--- src/rtl/f_fetch_pkg.sv ---
// Shared constants and types for the fetch stage.
// Also holds the legal instruction-memory window used by the address checks.
package f_fetch_pkg;

   localparam logic [31:0] PC_RESET_DEF  = 32'h0000_3000;
   localparam logic [31:0] EXC_ENTRY_DEF = 32'h0000_4180;
   localparam logic [31:0] IM_BASE       = 32'h0000_3000;
   localparam logic [31:0] IM_TOP        = 32'h0000_6FFC;
   localparam logic [11:0] IM_INDEX_BASE = 12'hC00;

   typedef enum logic [2:0] {
      PC_EXC,
      PC_EPC,
      PC_HOLD,
      PC_REDIR,
      PC_SEQ
   } pc_sel_e;

   typedef enum logic {
      ST_RUN,
      ST_ERET_PEND
   } eret_st_e;

endpackage

--- src/rtl/f_addr_check.sv ---
// Word-aligned window check on a 32-bit address.
// Window bounds are parameters so the data side can share this block.
module f_addr_check
   import f_fetch_pkg::*;
#(
   parameter logic [31:0] LO = IM_BASE,
   parameter logic [31:0] HI = IM_TOP
) (
   input  logic [31:0] addr,
   output logic        fault
);

   always_comb begin
      fault = (addr[1:0] != 2'b00) || (addr < LO) || (addr > HI);
   end

endmodule

--- src/rtl/f_fetch_ctrl.sv ---
// Fetch-stage PC control: next-PC select, delay-slot flag, eret tracking.
// The instruction memory lives outside and is addressed by F_im_index.
module f_fetch_ctrl
   import f_fetch_pkg::*;
#(
   parameter logic [31:0] PC_RESET  = PC_RESET_DEF,
   parameter logic [31:0] EXC_ENTRY = EXC_ENTRY_DEF
) (
   input  logic        clk,
   input  logic        reset,
   input  logic        F_stall,
   input  logic        D_redirect,
   input  logic [31:0] D_npc,
   input  logic        D_is_branch,
   input  logic        req,
   input  logic        eret,
   input  logic [31:0] EPC,
   input  logic [31:0] F_IM_instr,
   output logic [31:0] F_PC,
   output logic [11:0] F_im_index,
   output logic [31:0] F_instr,
   output logic        F_exc_adel,
   output logic        F_bd
);

   logic [31:0] pc_q, pc_d;
   logic        bd_q, bd_d;
   eret_st_e    st_q, st_d;
   pc_sel_e     sel;

   always_ff @(posedge clk or posedge reset) begin
      if (reset) begin
         pc_q <= PC_RESET;
         bd_q <= 1'b0;
         st_q <= ST_RUN;
      end else begin
         pc_q <= pc_d;
         bd_q <= bd_d;
         st_q <= st_d;
      end
   end

   // A redirect seen right after eret belongs to the eret itself, not a branch.
   always_comb begin
      sel  = PC_SEQ;
      pc_d = pc_q + 32'd4;
      bd_d = D_is_branch;
      st_d = ST_RUN;
      if (req) begin
         sel  = PC_EXC;
         pc_d = EXC_ENTRY;
         bd_d = 1'b0;
      end else if (eret) begin
         sel  = PC_EPC;
         pc_d = EPC;
         bd_d = 1'b0;
         st_d = ST_ERET_PEND;
      end else if (F_stall) begin
         sel  = PC_HOLD;
         pc_d = pc_q;
         bd_d = bd_q;
      end else if (st_q == ST_ERET_PEND) begin
         sel  = PC_SEQ;
         pc_d = pc_q + 32'd4;
         bd_d = 1'b0;
      end else if (D_redirect) begin
         sel  = PC_REDIR;
         pc_d = D_npc;
      end
   end

   f_addr_check #(
      .LO (IM_BASE),
      .HI (IM_TOP)
   ) u_chk (
      .addr  (pc_q),
      .fault (F_exc_adel)
   );

   always_comb begin
      F_PC       = pc_q;
      F_bd       = bd_q;
      F_im_index = pc_q[13:2] - IM_INDEX_BASE;
      F_instr    = F_exc_adel ? 32'h0 : F_IM_instr;
   end

endmodule
--- config.mk ---
export PLATFORM = sky130hd
export DESIGN_NAME = f_fetch_ctrl
export DESIGN_NICKNAME = d
export VERILOG_FILES = /design/src/rtl/f_fetch_pkg.sv /design/src/rtl/f_addr_check.sv /design/src/rtl/f_fetch_ctrl.sv
export SDC_FILE = /design/constraint.sdc
export NUM_CORES = 1
export LEC_CHECK = 0
export CORE_UTILIZATION = 33
export DETAILED_ROUTE_END_ITERATION = 12
export PLACE_DENSITY_LB_ADDON = 0.3
export SLEW_MARGIN = 20
export SYNTH_ARGS = -nofsm -noshare
export SYNTH_HDL_FRONTEND = slang
export SYNTH_SLANG_ARGS = --single-unit
--- constraint.sdc ---
create_clock -name clk -period 2.1 [get_ports clk]
set_input_delay 0.42 -clock clk [delete_from_list [all_inputs] [get_ports clk]]
set_output_delay 0.42 -clock clk [all_outputs]
set_load 0.05 [all_outputs]
==> impl_results.md, run 1 <==
* Relative slew slack at 0.653
* #FFs+latches synth at 34
* Synth Cell Area at 2750 sq um
* Syn_nets at 451
* Int Power at 1.51 mW
* GP Congestion at 0.928
* Clock Sinks at 34
* Crit. Startpoint: F_PC[13]
* # diodes at 0
* Seq/Total Area, Yosys at 0.310
* Clock Latency Late Sink at 0.29 ns
* Crit path max fanout at 8
* Worst setup endpoint: F_instr[28]
* Final hold violations at 0
* Final critical-path required period at 2.53 ns
* Worst Reg-to-Reg Cells at 6
* Pin count of the biggest net entering global routing at 35
* Finished Cell Area at 5760 sq um
* Placed Area at 5540 sq um
* Switching power at 0.954 mW
* H-tree levels at 2
* Grt total ovfl at 0
* Max-cap violations at 0
* Design Power at 2.47 mW
* Die area at 8710 sq um
* Root buffer cell: clkbuf_8
* Global-route wire length before repair at 18900 um
* Number of synthesized flops with an enable pin at 0
* Post-DR vias/cell at 5.51
* Worst endpoint required time at 1.68 ns
* Yosys warnings at 0
* Synth async-reset ratio at 1.00
* Pwr/cell area at 429 nW/um^2
* Vias in the first global route at 3790
* Share of cells above drive strength 1 at 0.340
* Cell with the most instances after synthesis: and2_1
* Failing checks: setup timing
* Die Ht at 93.4 um
* Crit path cell chain: ha_2 -> nand2_2 -> a2111oi_4 -> buf_4 -> clkbuf_16 -> and2_4 -> buf_12
* Post-synthesis cell type count at 58
* Post-synth top area share at 0.291
* Setup CP Type: reg2out
* Worst flop-to-flop path endpoint: F_PC[31]
* Io pins at 181
* Cells after Synth at 345
* Starting Density at 0.349
* Area Overhead vs Synth at 109%
* Residual DRC count at 0
* DRT antenna net count at 0
* Sw frac at 0.386
* Initial antenna violation count at 0
* Cts hold-fix bufs at 0
* Width of the die at 93.4 um
* RSZ-0062 raised after global routing: yes
* CP max stage cell: dfstp_4
* Final setup fails at 33
* Per-cell routed wire length at 17.7 um
* Crit path DAT at 2.11 ns
* Final Routed Wirelength at 12100 um
* Drt pass-1 iters at 5
* Final HPWL from detailed placement at 9570 um
* Reg-to-reg slack, setup at 0.08 ns
* CP max stage delay at 0.64 ns
* Reg power frac at 0.307
* Total vias in the final route at 3770
* Clk buf depth at 2
* Post-synth top cells: and2_1 (36), nor2_1 (33), dfrtp_1 (32)
* Max VDD drop at 0.245 mV
* Leak Pwr at 2.39 nW
* Slew @ Worst Pin at 0.519 ns
* Core box area at 7890 sq um
* Top cells by area, synth: dfrtp_1 (29%), and2_1 (8.2%), o21ai_0 (5.1%)
* Starting DRT DRC Count at 320
* Crit Reg-Reg Startpoint: F_PC[13]
* Startpoint types: register
* Yosys top cell by area: dfrtp_1
* Ys flop type: dfrtp_1
* FMAX at 396 MHz
* Final Skew at 0.0110 ns
* Global Route Usage Sum at 0.277
* Final WS setup at -0.428 ns
* CTS tree: built
* Port bufs at 180
* Worst Hold Class: in2async
* Clock Power Share at 0.196
* Nets@finish at 687
* Dpl ws at -0.161 ns
* Slew Limit Fails at 0
* Clock transition at path regs at 0.08 ns
* Avg Inst Size Synth at 7.98 sq um
* Post-route clock period utilization at 1.20
* Cts bufs inserted at 5
* Outcome: finished with violations
* Cell Rows at 32
* Setup crit end kind: output port
* Comb pwr share at 0.497
cells by family (layout without fill, tap and decap cells):
logic type / after synthesis / after routing / synth area share
buffers and inverters: 43 / 280 / 0.0754
AOI/OAI and AO/OA: 110 / 110 / 0.278
DFF: 34 / 34 / 0.310
xor gates and xnor gates: 8 / 8 / 0.0254
muxes: 1 / 1 / 0.00409
and+or+nand+nor: 146 / 146 / 0.294
adders and majority gates: 3 / 3 / 0.0136
registers in the layout, indices dropped and copies added, names as in the netlist:
register  count
F_PC         32
F_bd          1
st_q          1
power groups by stage:
stage               clock network, mW  registers, mW  logic, mW
floorplan                           0          0.986      0.399
finish                          0.483          0.759       1.23
CTS                             0.488          0.758       1.22
detailed placement                  0          0.769       1.20
global placement                    0          0.766       1.19
global route                    0.515          0.765       1.29
routing by layer:
metal	global-route usage	vias up	routed length, um
met3	0.0520	30	1100
li1	-	1749	-
met5	0	-	0
met1	0.332	1749	4620
met4	0.0795	0	245
met2	0.502	242	6170
metrics by stage:
stage / util / TNS, ns / hold WS, ns / std cells
after global routing: 0.730 / -17.08 / 0.622 / 684
after detailed placement: 0.703 / -4.85 / 0.551 / 669
final: 0.730 / -13.79 / 0.545 / 684
after floorplan: - / -10.95 / 0.535 / 345
after global placement: 0.703 / -2.40 / 0.535 / 669
after CTS: 0.723 / -15.35 / 0.571 / 681
worst max-delay path: cells and delay by family (launching register included):
kind | cells | cell delay, ns
adder cells (fa/ha/maj) | 1 | 0.18
flip-flops | 1 | 0.64
buffers and inverters | 3 | 0.46
AND/OR/NAND/NOR | 2 | 0.21
AO/OA/AOI/OAI | 1 | 0.31
worst min path at each step:
stage	slack, ns	cells after the start	from	end
after detailed placement	0.55	2	F_bd	F_bd
after global routing	0.62	2	F_bd	F_bd
after global placement	0.54	2	F_bd	F_bd
after CTS	0.57	3	reset	F_PC[15]
after floorplan	0.54	2	EPC[22]	F_PC[22]
final	0.55	3	reset	F_PC[10]
what timing repair did:
action | in CTS | in global routing
gates cloned | 1 | 1
setup buffers | 3 | 2
setup endpoints to repair | 35 | 44
pin swaps | 2 | 2
resized for setup | 5 | 13
layout by cell type (no fill, tap or decap), drive strengths merged, types with 3 or more instances in the layout:
master	Yosys	final
nand3	16	16
a21oi	25	25
a22oi	4	4
a31oi	5	5
o31ai	3	3
or3	3	3
dfrtp	32	32
and2	36	36
nor4	6	6
a221oi	10	10
a211oi	3	3
nand2	23	23
o21ai	28	28
buf	16	129
inv	11	10
nand4	8	8
a222oi	8	8
xor2	6	6
clkbuf	15	9
ha	3	3
and3	4	4
nor2	33	33
nor3	6	6
clkdlybuf4s50	0	128
a2bb2oi	3	3
cell type report:
type	instances	area, sq um
repair buffers	260	2780
flip-flops and latches	34	872
inverters	12	51.3
well taps	102	128
fillers	575	2130
clock buffers	8	80.1
multi-input cells	268	1850
No activity file was read; power rests on OpenSTA's default activity.
==> inputs of run 2 (changes only) <==
--- a/config.mk
+++ b/config.mk
@@ -11,4 +11,5 @@
 export SLEW_MARGIN = 20
 export SYNTH_ARGS = -nofsm -noshare
 export SYNTH_HDL_FRONTEND = slang
+export SYNTH_HIERARCHICAL = 1
 export SYNTH_SLANG_ARGS = --single-unit
==> impl_results.md, run 2 <==
* Setup CP Type: reg2out
* Drt pass-1 iters at 5
* Crit Reg-Reg Startpoint: F_PC[12]
* Design Power at 2.63 mW
* #FFs+latches synth at 34
* Switching power at 0.992 mW
* Clock Latency Late Sink at 0.30 ns
* Cell Rows at 33
* CTS tree: built
* Cts hold-fix bufs at 0
* TNS Setup at -9.70 ns
* Dpl ws at -0.0865 ns
* Worst path bufs/invs at 3
* Yosys warnings at 6
* Worst Reg-to-Reg Cells at 7
* Slew @ Worst Pin at 0.515 ns
* Die Ht at 94.1 um
* DRT antenna net count at 0
* Top cells by area, synth: dfrtp_1 (29%), nor2b_1 (7.4%), a21oi_1 (6.6%)
* Placed cells at 651
* Seq/Total Area, Yosys at 0.305
* Final WS setup at -0.309 ns
* Port bufs at 180
* CP max stage delay at 0.41 ns
* Per-cell routed wire length at 19.6 um
* Core box area at 8220 sq um
* Worst endpoint required time at 1.68 ns
* Synth Cell Area at 2800 sq um
* Final setup fails at 36
* Syn_nets at 453
* Final HPWL from detailed placement at 9800 um
* Cells after Synth at 348
* Post-synth top cells: a21oi_1 (37), nor2b_1 (33), dfrtp_1 (32)
* WHS at 0.526 ns
* Fin util at 0.711
* Post-route clock period utilization at 1.15
* Cell with the most instances after synthesis: a21oi_1
* Global Route Usage Sum at 0.290
* Finished Cell Area at 5840 sq um
* Post-synthesis cell type count at 60
* RSZ-0062 raised after global routing: yes
* Most frequent cells in the layout: clkdlybuf4s50_1 (125), buf_4 (71), a21oi_1 (36), buf_12 (35), nor2b_4 (32)
* Failing checks: setup timing
* Post-DR vias/cell at 5.73
* Residual DRC count at 0
* Clock Sinks at 34
* Reg-to-reg slack, setup at -0.04 ns
* Comb pwr share at 0.466
* Final critical-path required period at 2.41 ns
* Avg Inst Size Synth at 8.05 sq um
* Vias in the first global route at 3735
* Grt total ovfl at 0
* H-tree levels at 2
* Post-synth top area share at 0.286
* Starting Density at 0.341
* Number of synthesized flops with an enable pin at 0
* Yosys top cell by area: dfrtp_1
* Pwr/cell area at 451 nW/um^2
* Outcome: finished with violations
* Commonest non-fill, non-tap cell in the layout: clkdlybuf4s50_1
* Final Routed Wirelength at 13100 um
* Max reg flops at 32
* Clock transition at path regs at 0.08 ns
* Ys flop type: dfrtp_1
* CP max stage cell: dfrtp_1
* FMAX at 415 MHz
* Final Non-Filler Cells at 667
* Int Power at 1.64 mW
* Clock Power Share at 0.235
* Startpoint types: register
* Synth async-reset ratio at 1.00
* Final hold violations at 0
* GP Congestion at 0.889
* Reg power frac at 0.299
* Family with the most delay on the worst path: simple AND/OR/NAND/NOR gates
* Crit path max fanout at 9
* Crit path top cell by count: buf_12
* # diodes at 0
* Width of the die at 94.1 um
* Root buffer cell: clkbuf_8
* Sw frac at 0.377
* Max VDD drop at 0.313 mV
* Setup crit end kind: output port
* Max-cap violations at 0
* Io pins at 181
* Nets@finish at 666
* Leak Pwr at 2.44 nW
* Worst flop-to-flop path endpoint: F_PC[26]
* Slew Limit Fails at 0
* Placed Area at 5520 sq um
* Total vias in the final route at 3825
* Share of cells above drive strength 1 at 0.338
* Initial antenna violation count at 0
* Area Overhead vs Synth at 108%
* Global-route wire length before repair at 19700 um
* Clk buf depth at 2
* Worst Hold Class: in2async
* Die area at 8860 sq um
* Final Skew at 0.0129 ns
* Crit path cell chain: nor4_4 -> and3_1 -> nand4_1 -> buf_4 -> buf_12 -> nor2b_4 -> buf_12
* Relative slew slack at 0.656
* Pin count of the biggest net entering global routing at 35
* Starting DRT DRC Count at 414
* Cts bufs inserted at 5
* Crit path DAT at 1.99 ns
[run 2: cell types whose count changed in the layout (fill, tap and decap cells not counted), sizes merged, moves of 4 or more]
cell    previous run  this run
xor2               6         2
and3               4         9
o21ai             28        19
a21oi             25        37
buf              129       110
nor2b              2        33
a221oi            10         6
and2              36         2
xnor2              2         8
nor3               6        11
[run 2: worst max path at each step]
stage	startpoint	to	slack (ns)	cells after the start
2_1_floorplan	F_PC[23]	F_instr[10]	-0.71	5
3_3_place_gp	req	F_PC[10]	-0.03	7
3_5_place_dp	eret	F_PC[16]	-0.09	7
4_1_cts	F_PC[19]	F_instr[13]	-0.28	7
5_1_grt	F_PC[19]	F_instr[22]	-0.41	7
6_report	F_PC[19]	F_instr[13]	-0.31	7
[run 2: logic make-up after synthesis]
kind of cell | count (synthesis) | synth area share
DFF | 34 | 0.305
xor gates and xnor gates | 10 | 0.0313
muxes | 1 | 0.00402
AOI/OAI and AO/OA | 110 | 0.263
adders and majority gates | 2 | 0.00893
buffers and inverters | 43 | 0.0808
and+or+nand+nor | 148 | 0.308
[run 2: cell type report]
class | instances | area (sq um)
Sequential cell | 34 | 877
Multi-Input combinational cell | 271 | 2050
Tap cell | 105 | 131
Clock inverter | 1 | 30.0
Clock buffer | 7 | 76.3
Timing Repair Buffer | 241 | 2650
Inverter | 8 | 30.0
Fill cell | 583 | 2380
[run 2: power by group through the flow]
stage	sequential (mW)	combinational (mW)	clock, mW
final	0.786	1.23	0.619
after global placement	0.785	1.16	0
after global routing	0.792	1.28	0.639
after floorplan	0.979	0.429	0
after CTS	0.781	1.20	0.615
after detailed placement	0.789	1.17	0
[run 2: per-layer routing]
| metal | GRT usage | wire length, um |
|---|---|---|
| met1 | 0.366 | 4850 |
| met2 | 0.495 | 6580 |
| met3 | 0.0631 | 1330 |
| met4 | 0.0821 | 311 |
| met5 | 0 | 0 |
[run 2: what timing repair did]
action	CTS	global route
pin swaps	2	9
cloned	2	1
setup endpoints to repair	35	40
gates resized for setup	9	16
buffers inserted	2	3
[run 2: worst reg2reg max path: cells and delay by family (launching register included)]
family          cells  cell delay [ns]
simple gates        3             0.90
flops               1             0.64
fa+ha+maj           1             0.15
xor+xnor            1             0.15
buf+inv             1             0.12
compound gates      1             0.08
==> inputs of run 3 (changes only) <==
--- a/config.mk
+++ b/config.mk
@@ -5,8 +5,9 @@
 export SDC_FILE = /design/constraint.sdc
 export NUM_CORES = 1
 export LEC_CHECK = 0
-export CORE_UTILIZATION = 33
+export CORE_UTILIZATION = 37
 export DETAILED_ROUTE_END_ITERATION = 12
+export GPL_TIMING_DRIVEN = 0
 export PLACE_DENSITY_LB_ADDON = 0.3
 export SLEW_MARGIN = 20
 export SYNTH_ARGS = -nofsm -noshare
==> constraint.sdc (replaced) <==
create_clock -name clk -period 2.75 [get_ports clk]
set_input_delay 0.55 -clock clk [delete_from_list [all_inputs] [get_ports clk]]
set_output_delay 0.55 -clock clk [all_outputs]
set_load 0.05 [all_outputs]
==> impl_results.md, run 3 (synthesis results as in run 2) <==
* Outcome: completed
* Final critical-path required period at 2.68 ns
* Pwr/cell area at 358 nW/um^2
* RSZ-0062 raised after global routing: no
* Met1 WL at 4530 um
* Worst endpoint required time at 2.20 ns
* Clock transition at path regs at 0.06 ns
* Nets@finish at 639
* Pin count of the biggest net entering global routing at 35
* Startpoint types: register
* Starting Density at 0.384
* Global Route Usage Sum at 0.279
* Io pins at 181
* Cell Rows at 31
* Setup CP Type: reg2out
* Setup crit end kind: output port
* Max reg flops at 32
* Per-cell routed wire length at 18.1 um
* Total vias in the final route at 3609
* Commonest non-fill, non-tap cell in the layout: clkdlybuf4s50_1
* Residual DRC count at 0
* Cts hold-fix bufs at 0
* Crit path max fanout at 10
* Slew Limit Fails at 0
* Most frequent cells in the layout: clkdlybuf4s50_1 (145), a21oi_1 (37), nor2_1 (30), nor2b_4 (30), buf_2 (23)
* Post-route clock period utilization at 0.976
* Clock Power Share at 0.202
* Switching power at 0.700 mW
* Crit path DAT at 2.13 ns
* Final Skew at 0.00418 ns
* Relative slew slack at 0.502
* WL met3 at 1200 um
* DRT antenna net count at 0
* Area Overhead vs Synth at 77.3%
* Comb pwr share at 0.449
* Design Power at 1.78 mW
* Slew @ Worst Pin at 0.746 ns
* Width of the die at 89.0 um
* Reg power frac at 0.349
* Vias in the first global route at 3403
* GP Congestion at 0.883
* Worst Hold Class: reg2reg
* Share of cells above drive strength 1 at 0.234
* Clock Latency Late Sink at 0.29 ns
* Die Ht at 89.0 um
* Max VDD drop at 0.306 mV
* Final HPWL from detailed placement at 8880 um
* H-tree levels at 2
* Clock Sinks at 34
* Initial antenna violation count at 0
* Core box area at 7290 sq um
* Die area at 7920 sq um
* Max Used Layer: met4
* Post-DR vias/cell at 5.69
* Int Power at 1.08 mW
* Final setup fails at 0
* Clk buf depth at 2
* Max-cap violations at 0
* Sw frac at 0.393
* Root buffer cell: clkbuf_8
* Port bufs at 178
* FMAX at 373 MHz
* Area of the multi-input gates at 1970 sq um
* # diodes at 0
* Fin util at 0.681
* Grt total ovfl at 0
* Drt pass-1 iters at 5
* Final Routed Wirelength at 11500 um
* CTS tree: built
* Leak Pwr at 2.02 nW
* Storage element area at 875 sq um
* Starting DRT DRC Count at 323
* Final hold violations at 0
* DR WL met2 at 5590 um
* Cts bufs inserted at 5
* Fillcell total at 616
* Global-route wire length before repair at 16900 um
run 3: changes by cell type in the layout (fill, tap and decap cells not counted), sizes merged:
cell and change:
bufinv -1, buf -73, dlymetal6s2s -4, clkbuf +31, clkdlybuf4s50 +20
run 3: area by class of cell:
| cell class | instances | share of cell area |
|---|---|---|
| inverters | 8 | 0.00605 |
| clock buffers | 8 | 0.0161 |
| flip-flops and latches | 34 | 0.176 |
| well taps | 99 | 0.0249 |
| repair buffers | 179 | 0.335 |
| plain buffers | 35 | 0.0456 |
| multi-input cells | 271 | 0.396 |
run 3: power groups by stage:
stage / combinational (mW) / clock [mW] / sequential [mW]
floorplan: 0.328 / 0 / 0.747
global placement: 0.786 / 0 / 0.621
detailed placement: 0.797 / 0 / 0.626
CTS: 0.791 / 0.359 / 0.617
global route: 0.835 / 0.384 / 0.627
finish: 0.799 / 0.361 / 0.621
run 3: worst max-delay path: stages (launching register included):
cell and delay [ns]:
dfstp_4 0.67, nand2_2 0.07, xnor2_1 0.19, nand4_1 0.13
buf_4 0.19, clkbuf_8 0.21, nor2b_4 0.12, buf_2 0.26
run 3: through the flow:
step	setup slack (ns)	hold WS (ns)	cells	setup TNS, ns	instance area (sq um)
5_1_grt	0.0100	0.599	634	0	4970
3_5_place_dp	-0.434	0.562	625	-13.02	4990
2_1_floorplan	-0.186	0.623	348	-5.81	3090
3_3_place_gp	-0.433	0.534	625	-13.36	4990
4_1_cts	0.0155	0.577	634	0	4920
6_report	0.0665	0.585	634	0	4970
run 3: per-layer routing:
layer | vias to the layer above | GRT usage
met5 | - | 0
met4 | 0 | 0.0693
met3 | 18 | 0.0591
met2 | 226 | 0.469
met1 | 1713 | 0.367
li1 | 1652 | -
run 3: what timing repair did:
action / 4_1_cts / 5_1_grt
endpoints found under the setup margin: 33 / 37
gates resized for setup: 153 / 21
pin swaps: 0 / 0
setup buffers: 1 / 0
run 3: worst paths after layout:
check	start	endpoint	slack, ns	depth (start not counted)
worst max-delay path	F_PC[12]	F_instr[2]	0.07	7
worst min-delay path	F_PC[11]	F_PC[11]	0.58	1
worst max register to register	F_PC[2]	F_PC[12]	0.57	6
worst min register to register	F_PC[11]	F_PC[11]	0.58	1
max in group asynchronous	reset	F_PC[25]	1.49	2
min in group asynchronous	reset	F_PC[0]	0.72	2
